File: config.mk
export PLATFORM = sky130hd
export DESIGN_NAME = joy_conditioner
export DESIGN_NICKNAME = d
export VERILOG_FILES = /design/src/rtl/joy_conditioner.sv
export SDC_FILE = /design/constraint.sdc
export NUM_CORES = 1
export LEC_CHECK = 0
export ABC_CLOCK_PERIOD_IN_PS = 4900
export BUFFER_PORTS_ARGS = -buffer_cell sky130_fd_sc_hd__buf_2
export CORE_ASPECT_RATIO = 0.9
export CORE_MARGIN = 3
export CORE_UTILIZATION = 50
export CTS_CLUSTER_SIZE = 14
export DETAILED_ROUTE_END_ITERATION = 10
export PLACE_DENSITY = 0.65
export SETUP_SLACK_MARGIN = 0.3
export SYNTH_ARGS = -nofsm -noshare
export SYNTH_HDL_FRONTEND = slang
export SYNTH_SLANG_ARGS = --single-unit
File: constraint.sdc
create_clock -name clk -period 4.9 [get_ports clk]
set_input_delay 0.49 -clock clk [delete_from_list [all_inputs] [get_ports clk]]
set_output_delay 0.49 -clock clk [all_outputs]
set_load 0.005 [all_outputs]
File: src/rtl/joy_conditioner.sv
// Joystick button conditioner: per-bit debounce, SOCD cleaning, autofire on fire3,
// optional port swap, and Minimig active-low joystick bus generation.
module joy_conditioner #(
   parameter int TICK_DIV = 28000,
   parameter int DB_TICKS = 4,
   parameter int AF_HALF  = 50
) (
   input  logic       clk,
   input  logic       rst_n,
   input  logic [7:0] joy1_in,
   input  logic [7:0] joy2_in,
   input  logic [1:0] af_en,
   input  logic       swap,
   output logic [7:0] joy1_out,
   output logic [7:0] joy2_out,
   output logic [5:0] joy1_n,
   output logic [5:0] joy2_n,
   output logic       changed
);

   localparam int TW = (TICK_DIV > 1) ? $clog2(TICK_DIV) : 1;
   localparam logic [TW-1:0] TICK_LAST = TW'(TICK_DIV - 1);
   localparam logic [3:0]    DB_LAST   = 4'(DB_TICKS - 1);
   localparam logic [7:0]    AF_LAST   = 8'(AF_HALF - 1);

   localparam int B_UP = 7;
   localparam int B_DN = 6;
   localparam int B_LT = 5;
   localparam int B_RT = 4;
   localparam int B_F1 = 3;
   localparam int B_F3 = 1;

   logic [15:0]        sample_q;
   logic [TW-1:0]      tick_cnt_q, tick_cnt_d;
   logic               tick;
   logic [15:0][3:0]   db_cnt_q, db_cnt_d;
   logic [15:0]        deb_q, deb_d;
   logic [1:0]         phase_q, phase_d;
   logic [1:0][7:0]    af_cnt_q, af_cnt_d;
   logic [7:0]         cond1, cond2;
   logic [7:0]         joy1_out_q, joy1_out_d;
   logic [7:0]         joy2_out_q, joy2_out_d;
   logic               changed_q, changed_d;

   function automatic logic [7:0] socd(input logic [7:0] v);
      logic [7:0] r;
      r = v;
      if (v[B_UP] && v[B_DN]) begin
         r[B_UP] = 1'b0;
         r[B_DN] = 1'b0;
      end
      if (v[B_LT] && v[B_RT]) begin
         r[B_LT] = 1'b0;
         r[B_RT] = 1'b0;
      end
      return r;
   endfunction

   // Stage 0: raw input capture
   always_ff @(posedge clk) begin
      sample_q <= {joy2_in, joy1_in};
   end

   // Stage 1: tick, debounce and autofire state
   always_comb begin
      tick       = (tick_cnt_q == TICK_LAST);
      tick_cnt_d = tick ? '0 : tick_cnt_q + 1'b1;

      deb_d    = deb_q;
      db_cnt_d = db_cnt_q;
      for (int i = 0; i < 16; i++) begin
         if (sample_q[i] == deb_q[i]) begin
            db_cnt_d[i] = 4'd0;
         end else if (tick) begin
            if (db_cnt_q[i] == DB_LAST) begin
               deb_d[i]    = sample_q[i];
               db_cnt_d[i] = 4'd0;
            end else begin
               db_cnt_d[i] = db_cnt_q[i] + 4'd1;
            end
         end
      end

      phase_d  = phase_q;
      af_cnt_d = af_cnt_q;
      for (int p = 0; p < 2; p++) begin
         // Rising fire3 is checked before tick expiry: the restart wins.
         if (!af_en[p] || !deb_d[p*8+B_F3]) begin
            phase_d[p]  = 1'b0;
            af_cnt_d[p] = 8'd0;
         end else if (!deb_q[p*8+B_F3]) begin
            phase_d[p]  = 1'b1;
            af_cnt_d[p] = 8'd0;
         end else if (tick) begin
            if (af_cnt_q[p] == AF_LAST) begin
               phase_d[p]  = ~phase_q[p];
               af_cnt_d[p] = 8'd0;
            end else begin
               af_cnt_d[p] = af_cnt_q[p] + 8'd1;
            end
         end
      end

      cond1        = socd(deb_q[7:0]);
      cond1[B_F1]  = cond1[B_F1] | phase_q[0];
      cond2        = socd(deb_q[15:8]);
      cond2[B_F1]  = cond2[B_F1] | phase_q[1];

      joy1_out_d = swap ? cond2 : cond1;
      joy2_out_d = swap ? cond1 : cond2;
      changed_d  = ({joy2_out_d, joy1_out_d} != {joy2_out_q, joy1_out_q});
   end

   // Stage 2: output register
   always_ff @(posedge clk) begin
      if (!rst_n) begin
         tick_cnt_q <= '0;
         db_cnt_q   <= '0;
         deb_q      <= '0;
         phase_q    <= '0;
         af_cnt_q   <= '0;
         joy1_out_q <= '0;
         joy2_out_q <= '0;
         changed_q  <= 1'b0;
      end else begin
         tick_cnt_q <= tick_cnt_d;
         db_cnt_q   <= db_cnt_d;
         deb_q      <= deb_d;
         phase_q    <= phase_d;
         af_cnt_q   <= af_cnt_d;
         joy1_out_q <= joy1_out_d;
         joy2_out_q <= joy2_out_d;
         changed_q  <= changed_d;
      end
   end

   assign joy1_out = joy1_out_q;
   assign joy2_out = joy2_out_q;
   assign joy1_n   = ~{joy1_out_q[2], joy1_out_q[3], joy1_out_q[7:4]};
   assign joy2_n   = ~{joy2_out_q[2], joy2_out_q[3], joy2_out_q[7:4]};
   assign changed  = changed_q;

endmodule

Word level (Yosys, flattened, before mapping)
Index checks and enable logic that the tools add are counted.
{ "classes": {"addsub": 19, "n_eq_ne": 40, "muxes": 36, "bitwise_logic": 23, "n_reduce_logical": 47} }
{ "op_table": {"columns": ["cell", "n"], "rows": [
  ["adder 4 x 1 -> 4 bit, second input constant", 16],
  ["== test 4 x 2 -> 1 bit, second input constant", 16],
  ["two-way mux 4 bit", 16],
  ["AND reduction 3 bit", 14],
  ["OR reduction 2 bit", 19],
  ["two-way mux 8 bit", 4],
  ["inverter 1 bit", 19],
  ["adder 8 x 1 -> 8 bit, second input constant", 2],
  ["== test 1 bit", 16],
  ["== test 8 x 6 -> 1 bit, second input constant", 2],
  ["!= test 16 bit", 1],
  ["adder 15 x 1 -> 15 bit, second input constant", 1],
  ["== test 15 bit, second input constant", 1],
  ["two-way mux 1 bit", 12],
  ["inverter 6 bit", 2],
  ["two-way mux 2 bit", 4],
  ["OR reduction 3 bit", 2],
  ["logical AND 1 bit", 4],
  ["zero test 1 bit", 4],
  ["!= test 2 x 1 -> 1 bit, second input constant", 2],
  ["!= test 2 bit, second input constant", 2],
  ["AND reduction 2 bit", 2],
  ["logical OR 1 bit", 2],
  ["bitwise OR 1 bit", 2]
]} }
{ "word_totals": {"ff_bits": 146, "in_bits": 21, "output_inout_bits": 29, "elab_cells": 205} }

Logic depth before layout (Yosys ltp)
Gate-level depths: netlist of run 1.
{ "depth": {"depth_word": 7, "ltp_mapped": 8, "depth_no_buf": 6} }

Least setup slack after synthesis of run 1
OpenSTA, ideal clock, no wires.
{ "synth_timing": {"path_type": "register -> register", "startpoint": "reg tick_cnt_q[0]", "endpoint": "reg af_cnt_q[15] (netlist bit)", "t_arrival_ps": 1999, "required_ps": 4830, "path_slack_ps": 2831, "path_stages_with_launch": 7, "n_path_buf": 1, "period_less_slack_ps": 2069, "cell_sequence": "dfxtp_1 -> ha_1 -> nand4_1 -> or4_4 -> buf_6 -> or4_4 -> a21oi_2"} }
{ "synth_via": {"elab_chain_cells": 6} }
{ "synth_rtl": {"columns": ["item", "line_no", "rtl"], "rows": [
  ["start: declaration", "34", "logic [TW-1:0] tick_cnt_q, tick_cnt_d;"],
  ["start signal: assignment", "126", "tick_cnt_q <= tick_cnt_d;"],
  ["== test 15 bit (*)", "66", "tick = (tick_cnt_q == TICK_LAST);"],
  ["two-way mux 1 bit", "74", "end else if (tick) begin"],
  ["two-way mux 1 bit", "72", "if (sample_q[i] == deb_q[i]) begin"],
  ["zero test 1 bit", "88", "if (!af_en[p] || !deb_d[p*8+B_F3]) begin"],
  ["logical OR 1 bit", "88", null],
  ["OR reduction 3 bit (no line)", null, null],
  ["end signal: assignment", "130", "af_cnt_q <= af_cnt_d;"],
  ["end: declaration", "39", "logic [1:0][7:0] af_cnt_q, af_cnt_d;"]
]} }
Every way passes the cells marked *; elsewhere a longest branch is shown, timed or not.
A chain may end at the register's enable or synchronous reset.

Worst setup path in the final report of run 1
{ "layout_timing": {"startpoint": "reg tick_cnt_q[0]", "endpoint": "reg af_cnt_q[14] (netlist bit)"} }
The elaborated chain is that of the path after synthesis.

==> results.md, run 1 <==
- CTS max path bufs: 2
- Cell row count: 39
- Gr usage total: 20.0%
- Sequential group share of total power: 45.6%
- Synthesis Warnings: 0
- Critical Path End Type: register
- Initial Util: 51.9%
- Post-synth EDFFs: 0
- CP Max Fanout: 15
- Leakage power: 2.93 nW
- Synthesized Nets: around 810
- Combinational power share: 2.0%
- Mux contribution to synthesized area: 4.08%
- GPL Wtd Cong: 0.860
- Hold Crit Class: in2reg
- Critical Path RT: 5.19 ns
- Largest family of logic cells by synthesized area: simple AND/OR/NAND/NOR gates
- # setup viols final: 0
- Die width: about 130 um
- Worst VDD drop: 0.245 mV
- Syn_area_per_cell: roughly 8.7 um2
- Placement Setup Slack: 2.27 ns
- Internal Power: 2.12 mW
- Remaining global-route overflow: 0
- Worst Max-Slew Pin Slew: 1.14 ns
- Post-CTS Setup Inserts: 0
- Final Hold Violating Endpoints: 0
- Worst setup SP type: register
- DP HPWL: 9370 um
- Post-Syn Instances: 770
- Compound-Gate Fraction of Synth Area: 9.41%
- ANT cells: 0
- DRC viols: 0
- Achievable Freq: 377 MHz
- Initial antenna violation count: 0
- First-pass GRT wire length: 23900 um
- XOR/XNOR Fraction of Synth Area: under 10%
- Worst Path Arrival: 2.95 ns
- Vias/cell: roughly 5.5
- Share of layout cells above drive strength 1: a little under an eighth
- Largest net degree at the start of global routing: 68
- Clock Latency Late Sink: 0.42 ns
- Vert. Die Dim: around 120 um
- Via count: 5371
- Net Switching: 0.526 mW
- Clock Power Share: 52.4%
- Post-DR wirelength/cell: 14.3 um
- Fin crit share: a little over half
- Pre-antenna DRT Iters: 4
- Largest cells by area after synthesis: dfxtp_1, nand2_1, xor2_1
- Max Transition Viols Final: 0
- # IOs: 50
- Clock Pin Slew Worst Setup and Hold Paths: 0.06 ns
- Core area: between 10000 and 15000 um2
- DRT antenna net count: 0
- Vias in the first global route: 4982
- DRT Wirelength: about 14000 um
- CTS Buf Count: 17
- Post-synth top area cell: dfxtp_1
- Post-synth top flop: dfxtp_1
- Seq/Total Area, Yosys: 43.7%
- H-Tree Depth: 4
- Commonest cells post-synth: dfxtp_1, nand2_1, nor2_1, a21oi_1, xor2_1
- Setup tns final: 0 ns
- RSZ-0062 raised after global routing: no
- Post-synth ARST share: 0%
- DR iter-0 viols: 336
- Hold-fix buffers at CTS: 0
- Yosys cell types: 48
- Skew final: 0.00771 ns
- Die Footprint: 14800 um2
- Switching share of power: 19.9%
- Sink Count: 146
- Layout net count: 846
- Minimum clock period: 2.66 ns
- Synth Area in Adders: 3.93%
- CTS Root Cell: clkbuf_16
- Post-synth top area share: 43.7%
- Post-Syn Area: approximately 6700 um2
- Slew margin rel.: 23.6%
- MaxCap Viol Count: 0
- Synth Register Bits: 146
- Status: complete, no violations
- CTS tree: yes
- Post-CTS resize count: 0
- PD cells: 346 nW/um2
- Port Buffer Count: 49
- Final worst slack: roughly 2.2 ns
- Most frequent cell after synthesis: dfxtp_1
- Setup Crit Path Kind: reg2reg
- Syn-to-layout area delta: 14.3%
- Synth Area in Simple Gates: between 20% and 30%
-- through the flow --
step | utilization, % | hold slack [ns] | total power, mW | cells | area (um2)
final | 59.3 | 0.163 | 2.65 | 981 | 7640
after global routing | 59.3 | 0.142 | 2.75 | 981 | 7640
after CTS | 59.3 | 0.141 | 2.68 | 981 | 7640
after detailed placement | 54.4 | 0.452 | 1.29 | 949 | 7000
after global placement | 54.4 | 0.440 | 1.29 | 949 | 7000
after floorplan | - | 0.426 | 1.27 | 770 | 6690
-- cell type report --
cell class / count / area (um2)
tap: 164 / 205
sequential: 146 / 2920
multi-input combinational: 565 / 3510
clock inverter: 9 / 151
fill: 1129 / 5240
clock buffer: 23 / 488
timing repair buffer: 52 / 280
inverter: 22 / 82.6
-- registers in the layout (all words and copies together) (netlist names) --
signal and flops:
sample_q 16, phase_q 2, joy2_out 8, tick_cnt_q 15, joy1_out 8, changed 1, deb_q 16, af_cnt_q 16
db_cnt_q 64
-- worst max-delay path, cell delays in order, from the launching register on --
cell,delay (ns)
dfxtp_1,0.37
ha_1,0.23
nand4_1,0.19
nor4_4,0.86
nand3_1,0.29
o2111ai_2,0.47
nor2_1,0.11
-- metal layers --
metal | wire (um) | track usage, % | vias up
met4 | 194 | 7.00 | 0
met5 | 0 | 0 | -
met2 | 6190 | 30.9 | 96
met3 | 629 | 5.02 | 14
li1 | - | - | 2739
met1 | 7010 | 27.4 | 2522
-- logic make-up after synthesis --
family                   count (synthesis)
flip-flops                             146
multiplexers                            27
adder cells (fa/ha/maj)                 21
AND/OR/NAND/NOR                        352
XOR/XNOR                                58
AO/OA/AOI/OAI                          107
buffers and inverters                   59
-- path summary, 6_finish.rpt --
kind,startpoint,to,slack [ns],depth (start not counted)
setup reg to reg,tick_cnt_q[0],af_cnt_q[14],2.24,6
hold / removal,joy1_in[4],sample_q[4],0.16,1
hold reg to reg,tick_cnt_q[0],tick_cnt_q[0],0.47,1
setup / recovery,tick_cnt_q[0],af_cnt_q[14],2.24,6
-- power groups by stage --
stage,clock [mW],combinational [mW],sequential [mW]
after global routing,1.48,0.0602,1.21
after global placement,0,0.0526,1.23
final,1.39,0.0536,1.21
after floorplan,0,0.0348,1.23
after CTS,1.42,0.0538,1.21
after detailed placement,0,0.0535,1.23
-- cells in the final DEF (no fill, tap or decap), types with 11 or more instances in the layout --
| cell type | Yosys | routed |
|---|---|---|
| nor2_1 | 76 | 76 |
| xor2_1 | 44 | 44 |
| nand4b_1 | 18 | 18 |
| nor3b_1 | 16 | 16 |
| o21ai_0 | 11 | 11 |
| a21oi_1 | 67 | 67 |
| ha_1 | 21 | 21 |
| dfxtp_1 | 146 | 146 |
| clkbuf_16 | 0 | 17 |
| or3_1 | 19 | 19 |
| inv_1 | 22 | 22 |
| xnor2_1 | 14 | 14 |
| mux2i_1 | 25 | 25 |
| buf_2 | 9 | 49 |
| nand4_1 | 25 | 25 |
| nand2_1 | 125 | 125 |
Note: power is estimated with default switching activity, not from simulation.
==> inputs of run 2 (changes only) <==
ABC_CLOCK_PERIOD_IN_PS = 2490   (was 4900)
clock period = 2.49 ns   (was 4.9 ns; I/O delays follow)
==> results.md, run 2 (synthesized netlist as in run 1, its figures left out) <==
- DP HPWL: 9690 um (+3.4%)
- CP Max Fanout: 7 (-8)
- Clock Power Share: 51.8% (-0.6 points)
- Setup tns final: 0 ns (unchanged)
- Leakage power: 3.16 nW (+7.9%)
- # IOs: 50 (unchanged)
- Minimum clock period: 2.16 ns (-0.498 ns)
- Worst hold path depth: 3 (+2)
- Combined buffer and inverter count along the critical path: 2 (+2)
- Initial antenna violation count: 0 (unchanged)
- GPL Wtd Cong: 0.813 (-5.4%)
- Critical path, cell by cell: ha_4, nand4_1, buf_4, or4_4, buf_12, or3_1, a21oi_2
- Layout net count: 888 (+5.0%)
- Final worst slack: 0.333 ns (-1.91 ns)
- Via count: 5669 (+5.5%)
- Combinational power share: 2.6% (+0.6 points)
- Cell row count: 39 (unchanged)
- Worst VDD drop: 0.575 mV (+140%)
- Area after DPL: 7050 um2 (+0.61%)
- Internal Power: 4.11 mW (+94%)
- Top reg by flops: db_cnt_q
- FF-to-FF path depth: 7 (+1)
- Worst path depth: 7 (+1)
- Largest net degree at the start of global routing: 35 (-49%)
- Clock Latency Late Sink: 0.43 ns (about the same)
- Fin area: 8180 um2 (+7.1%)
- DRC viols: 0 (unchanged)
- Largest register FFs: 64 (unchanged)
- Sequential group share of total power: 45.6% (about the same)
- DR iter-0 viols: 331 (-1.5%)
- Most frequent cells in the layout: dfxtp_1, nand2_1, nor2_1
- Die Footprint: 14800 um2 (unchanged)
- Fin crit share: 86.6% (+32 points)
- MaxCap Viol Count: 0 (unchanged)
- Die width: 128 um (unchanged)
- Clock Pin Slew Worst Setup and Hold Paths: 0.06 ns (about the same)
- Worst-case hold slack: 0.134 ns (-0.0288 ns)
- Delay-heaviest family, CP: simple AND/OR/NAND/NOR gates
- Slew margin rel.: 67.8% (+44 points)
- Max Transition Viols Final: 0 (unchanged)
- Worst path max stage delay: 0.63 ns (-0.23 ns)
- Port Buffer Count: 49 (unchanged)
- ANT cells: 0 (unchanged)
- Vias/cell: 5.54 (+1.2%)
- DRT Wirelength: 15500 um (+10%)
- Skew final: 0.00906 ns (+0.00135 ns)
- Switching share of power: 21.0% (+1.1 points)
- Vert. Die Dim: 116 um (unchanged)
- Placement Setup Slack: 0.141 ns (-2.13 ns)
- Gr usage total: 21.3% (+1.3 points)
- Setup Crit Path Kind: reg2reg
- Worst Path Arrival: 2.51 ns (-0.44 ns)
- Most common cell after layout, fill and taps aside: dfxtp_1
- Remaining global-route overflow: 0 (unchanged)
- Final Hold Violating Endpoints: 0 (unchanged)
- Core area: 12900 um2 (unchanged)
- Net Switching: 1.10 mW (+110%)
- Pre-antenna DRT Iters: 5 (+1)
- CTS max path bufs: 2 (unchanged)
- CTS Buf Count: 17 (unchanged)
- DRT antenna net count: 0 (unchanged)
- Initial Util: 51.9% (unchanged)
- CP max stage cell: or4_4
- Post-DR wirelength/cell: 15.1 um (+5.9%)
- CTS Root Cell: clkbuf_16
- Sink Count: 146 (unchanged)
- RSZ-0062 raised after global routing: yes
- First-pass GRT wire length: 25100 um (+5.1%)
- H-Tree Depth: 4 (unchanged)
- Vias in the first global route: 5203 (+4.4%)
- Syn-to-layout area delta: 22.4%
- # setup viols final: 0 (unchanged)
- CTS tree: yes
- Hold Crit Class: in2reg
- Share of layout cells above drive strength 1: 15.8% (+4.3 points)
- PD cells: 637 nW/um2 (+84%)
- Worst Max-Slew Pin Slew: 0.482 ns (-0.662 ns)
- Achievable Freq: 464 MHz (+23%)
- Status: complete, no violations
- Critical Path End Type: register
- Critical Path RT: 2.85 ns (-2.34 ns)
- Worst setup SP type: register
[run 2: changes by cell type in the layout (fill, tap and decap cells not counted), sizes merged]
cell / previous run / this run
clkinvlp: 1 / 4
bufbuf: 0 / 2
dlygate4sd3: 0 / 16
buf: 52 / 72
or4: 6 / 8
clkbuf: 23 / 20
clkinv: 4 / 6
[run 2: power by group through the flow]
stage | clock network [mW] | logic [mW] | registers (mW)
CTS | 2.73 | 0.133 | 2.38
finish | 2.70 | 0.136 | 2.38
global route | 2.84 | 0.152 | 2.38
global placement | 0 | 0.107 | 2.42
floorplan | 0 | 0.0685 | 2.42
detailed placement | 0 | 0.110 | 2.43
[run 2: what timing repair did]
action | 4_1_cts | 5_1_grt
buffers inserted | 7 | 9
endpoints found under the setup margin | 44 | 71
gates cloned | 4 | 2
hold endpoints to repair | 16 | 0
hold buffers | 16 | 0
gates resized for setup | 7 | 17
pin swaps | 2 | 12
[run 2: through the flow]
stage	utilization (%)	total power, mW	cells
detailed placement	54.7	2.54	953
global route	63.5	5.37	1023
global placement	54.7	2.53	953
floorplan	-	2.49	770
CTS	62.1	5.24	1012
finish	63.5	5.21	1023
[run 2: worst paths after layout]
path	startpoint	endpoint	slack [ns]
min reg2reg	af_cnt_q[13]	af_cnt_q[13]	0.46
max reg2reg	tick_cnt_q[1]	db_cnt_q[16]	0.33
min	af_en[0]	phase_q[0]	0.13
max	tick_cnt_q[1]	db_cnt_q[16]	0.33
[run 2: worst min-delay path, stage by stage]
cell and delay [ns]:
buf_2 0.12, o211ai_1 0.09, a211oi_1 0.05
[run 2: metal layers]
metal  part of all wire [%]  GRT usage, %  wire, um  vias to the layer above
met4                    1.3          6.36       199                        0
li1                       -             -         -                     2832
met2                     45          33.6      7020                      127
met3                    5.0          6.27       773                       16
met5                      0             0         0                        -
met1                     48          28.5      7490                     2694
[run 2: cell type report]
cell class,instances,area [um2]
clock inverter,14,188
timing repair buffer,92,729
multi-input combinational,567,3610
fill,1088,4700
inverter,22,82.6
sequential,146,2930
tap,164,205
clock buffer,18,439
